## src/rtl/group_scan_mem_reg_if_p.sv

```systemverilog
// group_scan_mem_reg_if_p
//   Group-level bridge from the group mux static bus to one group's local
//   SRAM and a bank of NUM_CTR control registers.
//   A request is accepted only while the synchronised scan_id is high.
//   The address is decoded to SRAM or to one control register.
//   A request/ready handshake is then run toward the decoded target,
//   bounded by a completion timeout. The result is returned as a one-cycle
//   static_ready pulse. The bridge then waits for the request to be released.
//
// Ports
//   clk, rst_n             clock, asynchronous active-low reset
//   scan_id                group select (asynchronous, synchronised here)
//   static_wen/ren/addr/wdata   level request, held until static_ready
//   static_rdata/ready/err response (rdata/err hold until the next response)
//   sram_*                 SRAM strobe/address/data and ready
//   ctr_*                  control register strobes, one-hot select, ready
module group_scan_mem_reg_if_p #(
    parameter int DATA_W  = 32,
    parameter int ADDR_W  = 20,
    parameter int SRAM_AW = 11,
    parameter int NUM_CTR = 2,
    parameter int CTR_W   = 17,
    parameter int TIMEOUT = 255
) (
    input  logic                      clk,
    input  logic                      rst_n,
    input  logic                      scan_id,
    input  logic                      static_wen,
    input  logic                      static_ren,
    input  logic [ADDR_W-1:0]         static_addr,
    input  logic [DATA_W-1:0]         static_wdata,
    output logic [DATA_W-1:0]         static_rdata,
    output logic                      static_ready,
    output logic                      static_err,
    output logic                      sram_ren,
    output logic                      sram_wen,
    output logic [SRAM_AW-1:0]        sram_addr,
    output logic [DATA_W-1:0]         sram_wdata,
    input  logic [DATA_W-1:0]         sram_rdata,
    input  logic                      sram_ready,
    output logic                      ctr_ren,
    output logic                      ctr_wen,
    output logic [NUM_CTR-1:0]        ctr_sel,
    output logic [CTR_W-1:0]          ctr_wdata,
    input  logic [NUM_CTR*CTR_W-1:0]  ctr_rdata,
    input  logic                      ctr_ready
);

    localparam int CW = $clog2(TIMEOUT + 1);

    typedef enum logic [2:0] {
        S_IDLE,
        S_ISSUE,
        S_WAIT,
        S_RESP,
        S_DONE
    } state_t;

    state_t              state_q, state_d;
    logic                sync1_q, id_sync_q;
    logic [CW-1:0]       cnt_q, cnt_d;
    logic [SRAM_AW:0]    addr_q, addr_d;
    logic [DATA_W-1:0]   wdata_q, wdata_d;
    logic                wen_q, wen_d;
    logic                ren_q, ren_d;
    logic                sram_ren_q, sram_ren_d;
    logic                sram_wen_q, sram_wen_d;
    logic                ctr_ren_q, ctr_ren_d;
    logic                ctr_wen_q, ctr_wen_d;
    logic [NUM_CTR-1:0]  ctr_sel_q, ctr_sel_d;
    logic [DATA_W-1:0]   rdata_q, rdata_d;
    logic                err_q, err_d;
    logic                ready_q, ready_d;

    // Decode of the captured address
    logic                is_ctr;
    logic [3:0]          idx;
    logic                idx_bad;
    logic                tgt_ready;
    logic [CTR_W-1:0]    ctr_word;
    logic [NUM_CTR-1:0]  ctr_sel_dec;
    logic [DATA_W-1:0]   ctr_ext;

    assign is_ctr    = addr_q[SRAM_AW];
    assign idx       = addr_q[3:0];
    assign idx_bad   = (32'(idx) >= 32'(NUM_CTR));
    assign tgt_ready = is_ctr ? ctr_ready : sram_ready;

    // Address bits above the decode bit do not take part in the access.
    if (ADDR_W > SRAM_AW + 1) begin : g_addr_hi
        logic unused_addr_hi;
        assign unused_addr_hi = ^static_addr[ADDR_W-1:SRAM_AW+1];
    end

    always_comb begin
        ctr_word    = '0;
        ctr_sel_dec = '0;
        for (int unsigned i = 0; i < NUM_CTR; i++) begin
            if (idx == 4'(i)) begin
                ctr_word       = ctr_rdata[i*CTR_W +: CTR_W];
                ctr_sel_dec[i] = 1'b1;
            end
        end
        ctr_ext                = '0;
        ctr_ext[CTR_W-1:0]     = ctr_word;
    end

    // Two-flop synchroniser for the asynchronous group select
    always_ff @(posedge clk or negedge rst_n) begin
        if (!rst_n) begin
            sync1_q   <= 1'b0;
            id_sync_q <= 1'b0;
        end else begin
            sync1_q   <= scan_id;
            id_sync_q <= sync1_q;
        end
    end

    always_ff @(posedge clk or negedge rst_n) begin
        if (!rst_n) begin
            state_q    <= S_IDLE;
            cnt_q      <= '0;
            addr_q     <= '0;
            wdata_q    <= '0;
            wen_q      <= 1'b0;
            ren_q      <= 1'b0;
            sram_ren_q <= 1'b0;
            sram_wen_q <= 1'b0;
            ctr_ren_q  <= 1'b0;
            ctr_wen_q  <= 1'b0;
            ctr_sel_q  <= '0;
            rdata_q    <= '0;
            err_q      <= 1'b0;
            ready_q    <= 1'b0;
        end else begin
            state_q    <= state_d;
            cnt_q      <= cnt_d;
            addr_q     <= addr_d;
            wdata_q    <= wdata_d;
            wen_q      <= wen_d;
            ren_q      <= ren_d;
            sram_ren_q <= sram_ren_d;
            sram_wen_q <= sram_wen_d;
            ctr_ren_q  <= ctr_ren_d;
            ctr_wen_q  <= ctr_wen_d;
            ctr_sel_q  <= ctr_sel_d;
            rdata_q    <= rdata_d;
            err_q      <= err_d;
            ready_q    <= ready_d;
        end
    end

    always_comb begin
        state_d    = state_q;
        cnt_d      = cnt_q;
        addr_d     = addr_q;
        wdata_d    = wdata_q;
        wen_d      = wen_q;
        ren_d      = ren_q;
        sram_ren_d = sram_ren_q;
        sram_wen_d = sram_wen_q;
        ctr_ren_d  = ctr_ren_q;
        ctr_wen_d  = ctr_wen_q;
        ctr_sel_d  = ctr_sel_q;
        rdata_d    = rdata_q;
        err_d      = err_q;
        ready_d    = 1'b0;

        case (state_q)
            S_IDLE: begin
                if (id_sync_q && (static_wen || static_ren)) begin
                    addr_d  = static_addr[SRAM_AW:0];
                    wdata_d = static_wdata;
                    wen_d   = static_wen;
                    ren_d   = static_ren;
                    state_d = S_ISSUE;
                end
            end
            S_ISSUE: begin
                if ((wen_q && ren_q) || (is_ctr && idx_bad)) begin
                    rdata_d = '0;
                    err_d   = 1'b1;
                    state_d = S_RESP;
                end else begin
                    if (is_ctr) begin
                        ctr_ren_d = ren_q;
                        ctr_wen_d = wen_q;
                        ctr_sel_d = ctr_sel_dec;
                    end else begin
                        sram_ren_d = ren_q;
                        sram_wen_d = wen_q;
                    end
                    cnt_d   = '0;
                    state_d = S_WAIT;
                end
            end
            S_WAIT: begin
                // Ready is tested before the limit, so ready on the final
                // allowed cycle still completes successfully.
                if (tgt_ready) begin
                    if (!ren_q) begin
                        rdata_d = '0;
                    end else if (is_ctr) begin
                        rdata_d = ctr_ext;
                    end else begin
                        rdata_d = sram_rdata;
                    end
                    err_d   = 1'b0;
                    state_d = S_RESP;
                end else if (cnt_q == CW'(TIMEOUT - 1)) begin
                    rdata_d = '0;
                    err_d   = 1'b1;
                    state_d = S_RESP;
                end else begin
                    cnt_d = cnt_q + 1'b1;
                end
                if (state_d == S_RESP) begin
                    sram_ren_d = 1'b0;
                    sram_wen_d = 1'b0;
                    ctr_ren_d  = 1'b0;
                    ctr_wen_d  = 1'b0;
                    ctr_sel_d  = '0;
                    cnt_d      = '0;
                end
            end
            S_RESP: begin
                ready_d = 1'b1;
                state_d = S_DONE;
            end
            S_DONE: begin
                // The request is level-held; wait for its release so the
                // same request is not accepted twice.
                if (!static_wen && !static_ren) begin
                    state_d = S_IDLE;
                end
            end
            default: state_d = S_IDLE;
        endcase
    end

    assign static_rdata = rdata_q;
    assign static_err   = err_q;
    assign static_ready = ready_q;
    assign sram_ren     = sram_ren_q;
    assign sram_wen     = sram_wen_q;
    assign sram_addr    = addr_q[SRAM_AW-1:0];
    assign sram_wdata   = wdata_q;
    assign ctr_ren      = ctr_ren_q;
    assign ctr_wen      = ctr_wen_q;
    assign ctr_sel      = ctr_sel_q;
    assign ctr_wdata    = wdata_q[CTR_W-1:0];

endmodule

```

## config.mk

```make
export PLATFORM = sky130hd
export DESIGN_NAME = group_scan_mem_reg_if_p
export DESIGN_NICKNAME = d
export VERILOG_FILES = /design/src/rtl/group_scan_mem_reg_if_p.sv
export SDC_FILE = /design/constraint.sdc
export NUM_CORES = 1
export LEC_CHECK = 0
export BUFFER_PORTS_ARGS = -buffer_cell sky130_fd_sc_hd__buf_4
export CORE_ASPECT_RATIO = 0.75
export CORE_MARGIN = 1.5
export CORE_UTILIZATION = 45
export CTS_CLUSTER_DIAMETER = 150
export DETAILED_ROUTE_END_ITERATION = 8
export PLACE_DENSITY = 0.79
export SYNTH_ARGS = -nofsm -noshare
export SYNTH_HDL_FRONTEND = slang
export SYNTH_SLANG_ARGS = --single-unit
```

## constraint.sdc

```tcl
create_clock -name clk -period 2.25 [get_ports clk]
set_input_delay 0.675 -clock clk [delete_from_list [all_inputs] [get_ports clk]]
set_output_delay 0.675 -clock clk [all_outputs]
set_load 0.01 [all_outputs]
```

# Yosys cells after proc, flatten, opt, wreduce, memory -nomap -nowiden
# Index checks and enable logic that the tools add are counted.
# W data, S select, Z words.
# classes
addsub	1
order_cmp	1
n_eq_ne	17
n_mux	45
n_reduce_logical	17
# op_table
cell	count
$mux W32	5
$pmux W32 S2	1
$mux W17	2
$mux W8	4
$mux W1	17
$pmux W8 S2	1
$mux W3	5
$pmux W3 S5	1
$ne A2 B2 Y1 const B	7
$reduce_and A4 Y1	3
$pmux W1 S2	5
$eq A3 B2 Y1 const B	3
$ne A3 B3 Y1 const B	3
$add A8 B1 Y8 const B	1
$eq A8 B8 Y1 const B	1
$mux W2	3
$eq A4 B1 Y1 const B	1
$ge A4 B2 Y1 const B	1
$logic_and A1 B1 Y1	4
$logic_not A4 Y1	1
$pmux W2 S2	1
$reduce_and A2 Y1	2
$eq A3 B1 Y1 const B	1
$eq A3 B3 Y1 const B	1
5 further kinds	7
# word_totals
ff_bits	99
in_bits	125
output_inout_bits	100
word_cells	97

# Depth between registers and ports, before layout
# logic_depth
depth_word	7
depth_mapped	7
depth_no_buf	6

# Worst setup path after synthesis
# Ideal clock, no wire load.
# synth_timing
kind	in2reg
start	input static_ren
end	register addr_q[0]
setup_time_ns	0.125
arrival_ns	1.708
t_required_ns	2.125
path_slack_ns	0.418
stages	5
n_path_buf	2
path_cell_list	o21ai_0 > or4_1 > buf_4 > buf_6 > mux2_2
# synth_via
elab_chain_len	3
# synth_rtl
item	line	source
start, declared	29	input logic static_ren,
$logic_or A1 B1 Y1	171	if (id_sync_q && (static_wen || static_ren)) begin
$logic_and A1 B1 Y1	171	
$reduce_and A2 Y1 (no source line)	n/a	
end signal, assigned	138	addr_q <= addr_d;
end, declared	62	logic [SRAM_AW:0] addr_q, addr_d;
# No other way between the ends.
# A chain may end at the register's enable or synchronous reset.

# Worst setup path in the final report
# layout_timing
start	register addr_q[3]
end	register ctr_wen_q, in the netlist ctr_wen
# layout_via
elab_chain_len	5
# layout_rtl
item	line	source
$ge A4 B2 Y1	86	assign idx_bad = (32'(idx) >= 32'(NUM_CTR));
$logic_and A1 B1 Y1	180	if ((wen_q && ren_q) || (is_ctr && idx_bad)) begin
$logic_or A1 B1 Y1	180	
$ne A2 B2 Y1 (no source line)	n/a	
$reduce_and A4 Y1 (no source line)	n/a	
end signal, assigned	145	ctr_wen_q <= ctr_wen_d;
end, declared	69	logic ctr_wen_q, ctr_wen_d;
# No other way between the ends.

==> results_dict.tcl <==
set metrics [dict create \
    crit_arrival_ps 2380 \
    crit_fanout 10 \
    finalCritPeriodShare 0.955 \
    async_reset_ff_frac 1.00 \
    wl_um 11800 \
    multi_input_area_mm2 0.00165 \
    io_buffers 216 \
    gr-max-usage-layer "met2" \
    die_h_um 89.2 \
    cts.sinks 99 \
    seq_area_mm2 0.00248 \
    gp_congestion 0.823 \
    h-tree-depth 3 \
    finalSetupViolCount 0 \
    irDropWorstVdd_v 0.000685 \
    overflow 0 \
    pre_cts_slack_ps 64.8 \
    routedWlPerCell_um 17.6 \
    synth_cells 339 \
    rsz0062_at_grt "no" \
    ys_ff_latch 99 \
    fin_ws_ps 102 \
    cpMaxStageDelayCell "o31ai_2" \
    vias 3549 \
    synth_top_area_frac 0.556 \
    fillerInstances 760 \
    timing.final.hold_violations 0 \
    synthesis.area_mm2 0.00445 \
    cp_slowest_stage_delay_ps 560 \
    dr.pass1.iters 5 \
    ys_types 44 \
    p_leak_nw 3.07 \
    use_met1 0.295 \
    seq_area_frac_synth 0.556 \
    cts_buffers 9 \
    synth-main-ff-cell "dfrtp_1" \
    met2_usage 0.369 \
    fp.dieW_um 118 \
    min_path_type "in2async" \
    clock_tree.root_cell "clkbuf_16" \
    synth.area.top_cells "dfrtp_1, mux2_2, buf_4" \
    path_delay_family "compound AO/OA/AOI/OAI gates" \
    coreArea_mm2 0.00962 \
    crit_type "reg2reg" \
    setup.worst_path.end_class "flip-flop" \
    cp-start-kind "flip-flop" \
    syn_area_per_cell_um2 13.1 \
    antenna_found_initial 0 \
    clk_pin_slew_ps 70 \
    path_buf_inv 0 \
    area_growth_pct 42.6 \
    grt_pass1_wl_um 18500 \
    status "complete, no violations" \
    syn_nets 466 \
    cts_tree "built" \
    cp_cell_sequence "o31ai_2 -> a31oi_4 -> a211oi_4 -> mux2_2" \
    layoutNonFillerInstCount 670 \
    met3_usage 0.0708 \
    vias_per_cell 5.30 \
    start_util 0.463 \
    grt_usage 0.226 \
    post_cts_buffers 0 \
    die_area_mm2 0.0105 \
    hpwlAfterDp_um 8900 \
    final_nets 660 \
    drv_slew 0 \
    grt_max_degree 41 \
    skew_ps 8.37 \
    min_period_ps 2150 \
    ios 225 \
    clock_latency_ps 340 \
    synth_area_leader_cell "dfrtp_1" \
    ys.warnings.count 0 \
    synth_edf_count 0 \
    p_per_area_mw_per_mm2 1330 \
    fmax_mhz 466 \
    worst_pin_slew_ps 571 \
    dp.cells 654 \
    drive_gt1_frac 0.582 \
    drv_cap 0 \
    worst_ep_required_time_ps 2480 \
    num_antenna_cells 0 \
    drtIter0Drc 158 \
    drc 0 \
    slew_headroom 0.619 \
    clockBufferDepth 2 \
    ant_nets 0 \
    fp-row-count 31 \
    grt_pass1_vias 3582 \
    fin_util 0.660 \
    timing.setup.tns_ps 0 \
]
-- through the flow --
step	hold WS (ps)	cell area, um^2	power (mW)
after floorplan	331	4450	5.39
final	278	6350	8.45
after CTS	297	6340	8.50
after global placement	335	6070	6.92
after detailed placement	337	6070	7.05
after global routing	304	6350	8.95
-- synthesized netlist by cell type, types with 2 or more instances --
cell type  number
nand2b_1        2
nor2b_1         4
and3_1          2
a21oi_1         9
nand2_1         8
and4_1          2
buf_2           8
mux2_2         53
nand3_1         5
a22o_1         15
o21ai_0        24
buf_4          30
a31oi_1         2
clkbuf_1        5
dfrtp_1        99
o2bb2ai_1      17
a221oi_1       17
mux2i_1         3
ha_1            2
buf_6           4
inv_1           4
or3_1           2
-- routing by layer --
metal / part of all wire / vias up
li1: - / 1629
met1: 0.43 / 1750
met2: 0.49 / 154
met3: 0.072 / 16
met4: 0.013 / 0
met5: 0 / -
-- cells by family (layout without fill, tap and decap cells) --
logic type,after synthesis,after routing,share of synthesized area
xor+xnor,1,1,0.00197
flops,99,99,0.556
simple gates,38,38,0.0593
buf+inv,52,251,0.0781
fa+ha+maj,2,2,0.00562
compound gates,91,91,0.158
mux,56,56,0.141
-- final cells by class --
| class | count | area share |
|---|---|---|
| multi-input cells | 188 | 0.261 |
| flip-flops and latches | 99 | 0.390 |
| repair buffers | 230 | 0.278 |
| clock buffers | 10 | 0.0361 |
| clock inverters | 6 | 0.00631 |
| well taps | 132 | 0.0260 |
| inverters | 5 | 0.00296 |
-- final timing paths --
path	from	end	slack, ps	depth (start not counted)
setup / recovery	addr_q[3]$_DFFE_PN0P_	ctr_wen$_DFFE_PN0P_	100	4
hold / removal	rst_n	sram_wen$_DFFE_PN0P_	280	1
setup reg to reg	addr_q[3]$_DFFE_PN0P_	ctr_wen$_DFFE_PN0P_	100	4
hold reg to reg	sync1_q$_DFF_PN0_	id_sync_q$_DFF_PN0_	360	0
max in group asynchronous	rst_n	sram_wdata[3]$_DFFE_PN0P_	1320	2
min in group clk	sync1_q$_DFF_PN0_	id_sync_q$_DFF_PN0_	360	0
-- placed cells by master (no fill, tap or decap), types with 2 or more instances in the layout --
cell type  count
nor2b_1        4
o21ai_0       24
and4_1         2
dfrtp_1       99
a21oi_1        9
a221oi_1      17
clkbuf_16      9
nand2b_1       2
buf_4        227
or3_1          2
mux2i_1        3
nand3_1        5
nand2_1        8
a31oi_1        2
mux2_2        53
nor3b_4        2
inv_1          4
ha_1           2
buf_12         3
clkinv_2       3
o2bb2ai_1     17
a22o_1        15
inv_6          2
-- what timing repair did --
action | CTS | global route
hold buffers | 0 | 0
resized for setup | 0 | 2
endpoints found under the setup margin | 0 | 13
-- registers in the layout, indices dropped and copies added, names as in the netlist --
name          cells
sram_wdata       32
static_rdata     32
addr_q           12
cnt_q             8
state_q           3
ctr_sel           2
ctr_ren           1
ctr_wen           1
id_sync_q         1
ren_q             1
sram_ren          1
sram_wen          1
static_err        1
static_ready      1
sync1_q           1
wen_q             1
-- power breakdown --
part           internal [mW]  switching, mW  total (mW)
logic                   2.13           1.84        3.97
clock network          0.752          0.668        1.42
registers               2.47          0.589        3.06
total                   5.35           3.09        8.45
Power figures use the tool's default switching activity.
